`config.mk`:
```
export PLATFORM = sky130hd
export DESIGN_NAME = fight_referee
export DESIGN_NICKNAME = d
export VERILOG_FILES = /design/src/rtl/fight_referee.sv
export SDC_FILE = /design/constraint.sdc
export NUM_CORES = 1
export LEC_CHECK = 0
export ABC_AREA = 1
export BUFFER_PORTS_ARGS = -buffer_cell sky130_fd_sc_hd__buf_2
export CAP_MARGIN = 5
export CORE_MARGIN = 4
export CORE_UTILIZATION = 45
export DETAILED_ROUTE_END_ITERATION = 7
export PLACE_DENSITY_LB_ADDON = 0.15
export SLEW_MARGIN = 30
export SYNTH_ARGS = -nofsm -noshare
export SYNTH_HDL_FRONTEND = slang
export SYNTH_SLANG_ARGS = --single-unit
```
`constraint.sdc`:
```
create_clock -name clk -period 3.8 [get_ports clk]
set_input_delay 0.19 -clock clk [delete_from_list [all_inputs] [get_ports clk]]
set_output_delay 0.19 -clock clk [all_outputs]
set_load 0.1 [all_outputs]
```
`src/rtl/fight_referee.sv`:
```
// Match referee for two player FSMs: tick enable, lives, between-round reset and result.
// Optional round timeout enabled by defining REFEREE_ROUND_TIMEOUT_EN.
module fight_referee #(
    parameter int unsigned TICK_DIV    = 25000000,
    parameter int unsigned START_LIVES = 3,
    parameter int unsigned KO_TICKS    = 2,
    parameter int unsigned ROUND_TICKS = 60
) (
    input  logic       clk,
    input  logic       reset,
    input  logic [3:0] p1_state_i,
    input  logic [3:0] p2_state_i,
    input  logic       new_game_i,
    output logic       control_o,
    output logic [1:0] lives1_o,
    output logic [1:0] lives2_o,
    output logic       round_reset_n_o,
    output logic       game_over_o,
    output logic [1:0] winner_o
);
    localparam int unsigned TickW = (TICK_DIV > 1) ? $clog2(TICK_DIV) : 1;
    localparam int unsigned KoW   = (KO_TICKS > 1) ? $clog2(KO_TICKS) : 1;

    typedef enum logic [1:0] {StPlay, StKo, StRespawn, StOver} state_e;

    state_e           state_q, state_d;
    logic [TickW-1:0] tick_cnt_q, tick_cnt_d;
    logic [KoW-1:0]   ko_cnt_q, ko_cnt_d;
    logic [1:0]       lives1_q, lives1_d, lives2_q, lives2_d;
    logic             control_q, control_d;
    logic             round_reset_n_q, round_reset_n_d;
    logic             game_over_q, game_over_d;
    logic [1:0]       winner_q, winner_d;

    logic tick_wrap, ko1, ko2, ko_any, ko_done;
    logic timeout, lose1, lose2;
    logic unused_place;

    assign tick_wrap = (tick_cnt_q == TickW'(TICK_DIV - 1));
    assign ko1       = (p1_state_i[1:0] == 2'b00);
    assign ko2       = (p2_state_i[1:0] == 2'b00);
    assign ko_any    = ko1 || ko2;
    assign ko_done   = tick_wrap && (ko_cnt_q == KoW'(KO_TICKS - 1));
    assign unused_place = ^{p1_state_i[3:2], p2_state_i[3:2]};

`ifdef REFEREE_ROUND_TIMEOUT_EN
    localparam int unsigned RoundW = $clog2(ROUND_TICKS + 1);

    logic [RoundW-1:0] round_cnt_q, round_cnt_d;

    // Counts visible control pulses; held at zero outside PLAY.
    always_comb begin
        round_cnt_d = round_cnt_q;
        if (state_q != StPlay) begin
            round_cnt_d = '0;
        end else if (control_q) begin
            round_cnt_d = round_cnt_q + 1'b1;
        end
    end

    always_ff @(posedge clk or negedge reset) begin
        if (!reset) begin
            round_cnt_q <= '0;
        end else begin
            round_cnt_q <= round_cnt_d;
        end
    end

    assign timeout = (state_q == StPlay) && control_q &&
                     (round_cnt_q == RoundW'(ROUND_TICKS - 1));
    assign lose1   = timeout && (p1_state_i[1:0] < p2_state_i[1:0]);
    assign lose2   = timeout && (p2_state_i[1:0] < p1_state_i[1:0]);
`else
    logic unused_round_ticks;
    assign unused_round_ticks = (ROUND_TICKS == 0);
    assign timeout = 1'b0;
    assign lose1   = 1'b0;
    assign lose2   = 1'b0;
`endif

    function automatic logic [1:0] sat_dec(input logic [1:0] v);
        return (v != 2'd0) ? v - 2'd1 : 2'd0;
    endfunction

    always_ff @(posedge clk or negedge reset) begin
        if (!reset) begin
            state_q         <= StPlay;
            tick_cnt_q      <= '0;
            ko_cnt_q        <= '0;
            lives1_q        <= 2'(START_LIVES);
            lives2_q        <= 2'(START_LIVES);
            control_q       <= 1'b0;
            round_reset_n_q <= 1'b1;
            game_over_q     <= 1'b0;
            winner_q        <= 2'b00;
        end else begin
            state_q         <= state_d;
            tick_cnt_q      <= tick_cnt_d;
            ko_cnt_q        <= ko_cnt_d;
            lives1_q        <= lives1_d;
            lives2_q        <= lives2_d;
            control_q       <= control_d;
            round_reset_n_q <= round_reset_n_d;
            game_over_q     <= game_over_d;
            winner_q        <= winner_d;
        end
    end

    // A KO in the same cycle as a timeout wins.
    always_comb begin
        state_d = state_q;
        unique case (state_q)
            StPlay: begin
                if (ko_any) begin
                    state_d = StKo;
                end else if (timeout) begin
                    state_d = (lose1 || lose2) ? StKo : StRespawn;
                end
            end
            StKo: begin
                if (ko_done) begin
                    state_d = (lives1_q == 2'd0 || lives2_q == 2'd0) ? StOver : StRespawn;
                end
            end
            StRespawn: state_d = StPlay;
            StOver: begin
                if (new_game_i) begin
                    state_d = StRespawn;
                end
            end
            default: state_d = StPlay;
        endcase
    end

    // Next values for counters, lives and the registered outputs.
    always_comb begin
        tick_cnt_d = tick_wrap ? '0 : tick_cnt_q + 1'b1;
        ko_cnt_d   = ko_cnt_q;
        lives1_d   = lives1_q;
        lives2_d   = lives2_q;
        unique case (state_q)
            StPlay: begin
                if (state_d != StPlay) begin
                    tick_cnt_d = '0;
                    ko_cnt_d   = '0;
                end
                if (ko_any) begin
                    if (ko1) lives1_d = sat_dec(lives1_q);
                    if (ko2) lives2_d = sat_dec(lives2_q);
                end else begin
                    if (lose1) lives1_d = sat_dec(lives1_q);
                    if (lose2) lives2_d = sat_dec(lives2_q);
                end
            end
            StKo: begin
                if (ko_done) begin
                    ko_cnt_d = '0;
                end else if (tick_wrap) begin
                    ko_cnt_d = ko_cnt_q + 1'b1;
                end
            end
            StRespawn: begin
                tick_cnt_d = '0;
                ko_cnt_d   = '0;
            end
            StOver: begin
                tick_cnt_d = '0;
                if (new_game_i) begin
                    lives1_d = 2'(START_LIVES);
                    lives2_d = 2'(START_LIVES);
                end
            end
            default: ;
        endcase

        control_d       = (state_q == StPlay) && (state_d == StPlay) && tick_wrap;
        round_reset_n_d = (state_d != StRespawn);
        game_over_d     = (state_d == StOver);
        winner_d        = game_over_d ? {lives1_d == 2'd0, lives2_d == 2'd0} : 2'b00;
    end

    assign control_o       = control_q;
    assign lives1_o        = lives1_q;
    assign lives2_o        = lives2_q;
    assign round_reset_n_o = round_reset_n_q;
    assign game_over_o     = game_over_q;
    assign winner_o        = winner_q;
endmodule
```
# == Yosys cells after proc, flatten, opt, wreduce, memory -nomap -nowiden ==
# Index checks and enable logic that the tools add are counted.
# word_totals
wordCells,63
reg_bits,37
inputBits,11
# op_classes
muxes,23
n_reduce_logical,19
n_addsub,4
n_eq_ne,8
# ops
op,n
25-bit 2-to-1 mux,2
25-bit case mux with 2 select lines,1
25-bit by 1-bit adder with 25-bit output (second input constant),1
25-bit == test (second input constant),1
2-bit 2-to-1 mux,12
2-bit logical NOT,8
2-bit case mux with 2 select lines,2
2-bit case mux with 4 select lines,1
2-bit == test (second input constant),3
2-bit nonzero test,3
1-bit 2-to-1 mux,4
2-bit inequality test (second input constant),2
2-bit by 1-bit subtractor with 2-bit output (second input constant),2
1-bit logical AND,3
3-bit inequality test (second input constant),1
1-bit case mux with 3 select lines,1
3-bit AND reduction,1
3-bit nonzero test,1
2-bit by 1-bit == test with 1-bit output (second input constant),1
1-bit logical OR,2
2-bit OR reduction,1
1-bit adder (second input constant),1

# == Depth between registers and ports, before layout ==
# depth
ltp_word,8
depth_mapped,11
mapped_depth_nobuf,11

# == Worst setup path before layout ==
# Ideal clock, no wire load.
# synth_timing
path_type,reg-to-reg
start,"register lives2_q[1], in the netlist lives2_o[1]"
end,"register winner_q[0], in the netlist winner_o[0]"
stages_incl_launch_ff,5
setup_slack_ns,2.149
setup_ns,0.114
required_time_ns,3.686
path_buffers,0
arrival_ns,1.537
path_cell_list,dfstp_2 -> nand3_1 -> o311ai_0 -> or2_2 -> nor2_1
# synth_between
elab_chain_len,7
# synth_rtl
item,line_no,text
start: declaration,29,"logic [1:0] lives1_q, lives1_d, lives2_q, lives2_d;"
start signal: assignment,91,lives2_q <= 2'(START_LIVES);
start signal: assignment,101,lives2_q <= lives2_d;
2-bit nonzero test,--,
2-bit 2-to-1 mux,82,return (v != 2'd0) ? v - 2'd1 : 2'd0;
2-bit 2-to-1 mux,149,if (ko2) lives2_d = sat_dec(lives2_q);
2-bit 2-to-1 mux,147,if (ko_any) begin
2-bit case mux with 2 select lines,141,unique case (state_q)
net lives2_d[0],29,
2-bit logical NOT,179,"winner_d = game_over_d ? {lives1_d == 2'd0, lives2_d == 2'd0} : 2'b00;"
2-bit 2-to-1 mux,179,
net winner_d[0],33,"logic [1:0] winner_q, winner_d;"
end signal: assignment,105,winner_q <= winner_d;
end: declaration,33,
# The timed path passes the listed nets, and every way through them passes these cells.
# A chain may end at the register's enable or synchronous reset.

# == Final worst setup path ==
# layout_timing
start,register state_q[1]
end,register tick_cnt_q[2]
# layout_between
elab_chain_len,5
# layout_rtl
item,line_no,text
start: declaration,26,"state_e state_q, state_d;"
start signal: assignment,87,state_q <= StPlay;
start signal: assignment,97,state_q <= state_d;
"2-bit == test, or another cell as far along","112, 141",
2-bit case mux with 4 select lines,112,unique case (state_q)
2-bit nonzero test,143,if (state_d != StPlay) begin
25-bit 2-to-1 mux,143,
25-bit case mux with 2 select lines (*),141,
net tick_cnt_d[2],27,"logic [TickW-1:0] tick_cnt_q, tick_cnt_d;"
end signal: assignment,98,tick_cnt_q <= tick_cnt_d;
end: declaration,27,
# Mark *: on every way through the listed nets, which the timed path passes. The rest lies on a longest branch.

==> results.cfg <==
[outcome]
run_status = complete, but fails checks
violations = hold timing

[synth]
yosysWarnings = 0
synth_nets = 276
ys_ff_latch = 37
syn_area_um2 = 2086
syn_avg_cell_area_um2 = 7.991
synth_edf_count = 0
ys_types = 33
synth_seq_area_share = 0.4469
async_flop_share = 1.000
ys.flop_type = dfrtp_1
syn-instance-count = 261

[grt]
grt.met2_usage = 0.2457
grt_overflow = 0
grt_max_degree = 38
grt_pass1_vias = 1655
grt_pass1_wl_mm = 7.362
gr-max-usage-layer = met2
antenna_found_initial = 0
met1_usage = 0.2009
grt_use_total = 0.1533
use_met3 = 0.04492

[die]
io_pins = 20
die_y_um = 76.08
dieArea_um2 = 5788
rows = 24
core_area_um2 = 4414
fp.dieW_um = 76.08
initial_core_util = 0.4725

[worst_setup_path]
cp_data_arrival_time_ns = 2.12
end_kind = flip-flop
cpMaxStageDelayCell = ha_1
crit_type = reg -> reg
crit_chain = inv_1 -> ha_1 -> nand4_1 -> nand2_1 -> clkinv_1 -> nor3b_1
cp-start-kind = flip-flop
crit_fanout = 11
required_ns = 4.00
slowest_delay_ns = 0.40

[detailed_routing]
wire_per_inst_um = 12.20
ant_nets = 0
viasPerCell = 4.919
drc = 0
firstDrtPassIters = 4
drt-initial-drc-count = 117
via_count = 1643
routed_wl_mm = 4.074

[sta]
clock_skew_ns = 0.002685
setup_slack_ns = 1.880
setup_violations = 0
hold_viol = 8
slew_violations = 0
fmax_ghz = 0.5208
rsz0062_at_grt = false
tns_ns = 0
timing.final.crit_share = 0.5053
whs_ns = -0.002338
fin_crit_ns = 1.920
worst_pin_slew_ns = 0.8189
relSlewSlack = 0.4541

[clock_tree]
clk_latency_ns = 0.28
root_buffer = clkbuf_8
htree_levels = 2
path_clk_slew_ns = 0.07
numCtsBuffers = 5
tritoncts = built
post_cts_buffers = 0
cts_resized = 0
cts_sinks = 37
cts_max_path_buffers = 2
hold_buffers = 0

[cells_and_area]
most-common-layout-cells = nand2_1 (53), nor2_1 (43), dfrtp_1 (32)
fin_nets = 296
nFillCells = 440
layout_commonest_cell = nand2_1
seq_area_um2 = 932.1
multi_input_area_um2 = 1013
layout-drive-gt1-share = 0.1915
area_growth_syn_to_layout_pct = 10.80
antenna_cells = 0

[hold_path]
hold_path.class = in -> async

[pwr]
power_leakage_nw = 1.062
max-vdd-ir-drop_mv = 0.5194
pwr_density_cell_nw_per_um2 = 613.6

[placed_design]
hpwl_mm = 3.066
gp_congestion = 0.8352
pre_cts_slack_ns = 1.865
port-buffer-count = 15

[job]
drv_cap = 0
==> routing by layer <==
layer	share of wire	routed length [um]	vias up
met5	0	0	-
met4	0.011	44	0
met3	0.041	169	4
met2	0.45	1839	21
met1	0.50	2020	753
li1	-	-	865
==> synth_stat cells, types with 3 or more instances <==
cell,n,area share
nand2_1,53,0.095
nor2_1,43,0.077
dfrtp_1,32,0.38
inv_1,30,0.054
nand3_1,17,0.041
nand2_2,9,0.027
nor3_1,9,0.022
xor2_1,8,0.034
a21oi_1,7,0.017
o21ai_0,6,0.014
dfstp_2,5,0.063
ha_1,4,0.024
nor2_2,4,0.012
nor2_4,4,0.022
nand4_1,3,0.0090
or2_2,3,0.0090
==> power breakdown <==
part	switching [mW]	leakage, nW	internal (mW)
clock	0.134	0.0542	0.164
sequential	0.0365	0.494	0.465
combinational	0.493	0.514	0.126
total	0.664	1.06	0.754
==> flip-flops by register name, summed over array words and instances, names as in the netlist <==
register / flops
control_o: 1
game_over_o: 1
ko_cnt_q: 1
lives1_o: 2
lives2_o: 2
round_reset_n_o: 1
state_q: 2
tick_cnt_q: 25
winner_o: 2
==> layout make-up <==
cell class	count	area share
clock inverters	1	0.002166
well taps	52	0.02815
multi-input cells	189	0.4385
flip-flops and latches	37	0.4034
clock buffers	7	0.04169
inverters	33	0.05360
repair buffers	15	0.03249
==> cells by family (layout without fill, tap and decap cells) <==
kind of cell / after synthesis / count (layout) / share of synthesized area
and+or+nand+nor: 154 / 154 / 0.3563
DFF: 37 / 37 / 0.4469
buffers and inverters: 35 / 56 / 0.06718
AOI/OAI and AO/OA: 21 / 21 / 0.06358
xor gates and xnor gates: 10 / 10 / 0.04199
adders and majority gates: 4 / 4 / 0.02400
==> stage by stage <==
step / instances / cell area [um2] / util / total power, mW
3_3_place_gp: 326 / 2210 / 0.5006 / 1.127
4_1_cts: 334 / 2311 / 0.5235 / 1.436
6_report: 334 / 2311 / 0.5235 / 1.418
3_5_place_dp: 326 / 2210 / 0.5006 / 1.132
5_1_grt: 334 / 2311 / 0.5235 / 1.515
2_1_floorplan: 261 / 2086 / - / 1.032
==> final timing paths <==
path | start | cells past startpoint | endpoint | slack (ns)
max | state_q[1] | 6 | tick_cnt_q[2] | 1.88
min reg2reg | tick_cnt_q[0] | 1 | tick_cnt_q[0] | 0.49
min in group clk | new_game_i | 3 | lives1_o[0] | 0.29
min | reset | 1 | tick_cnt_q[21] | -0.002
max reg2reg | state_q[1] | 6 | tick_cnt_q[2] | 1.88
max in group asynchronous | reset | 1 | winner_o[0] | 3.29
==> critical path: cells and delay by family, from the launching register on <==
family        cells  cell delay (ns)
simple gates      3             0.63
fa+ha+maj         1             0.40
flops             1             0.38
buf+inv           2             0.43
No activity file was read; power rests on OpenSTA's default activity.
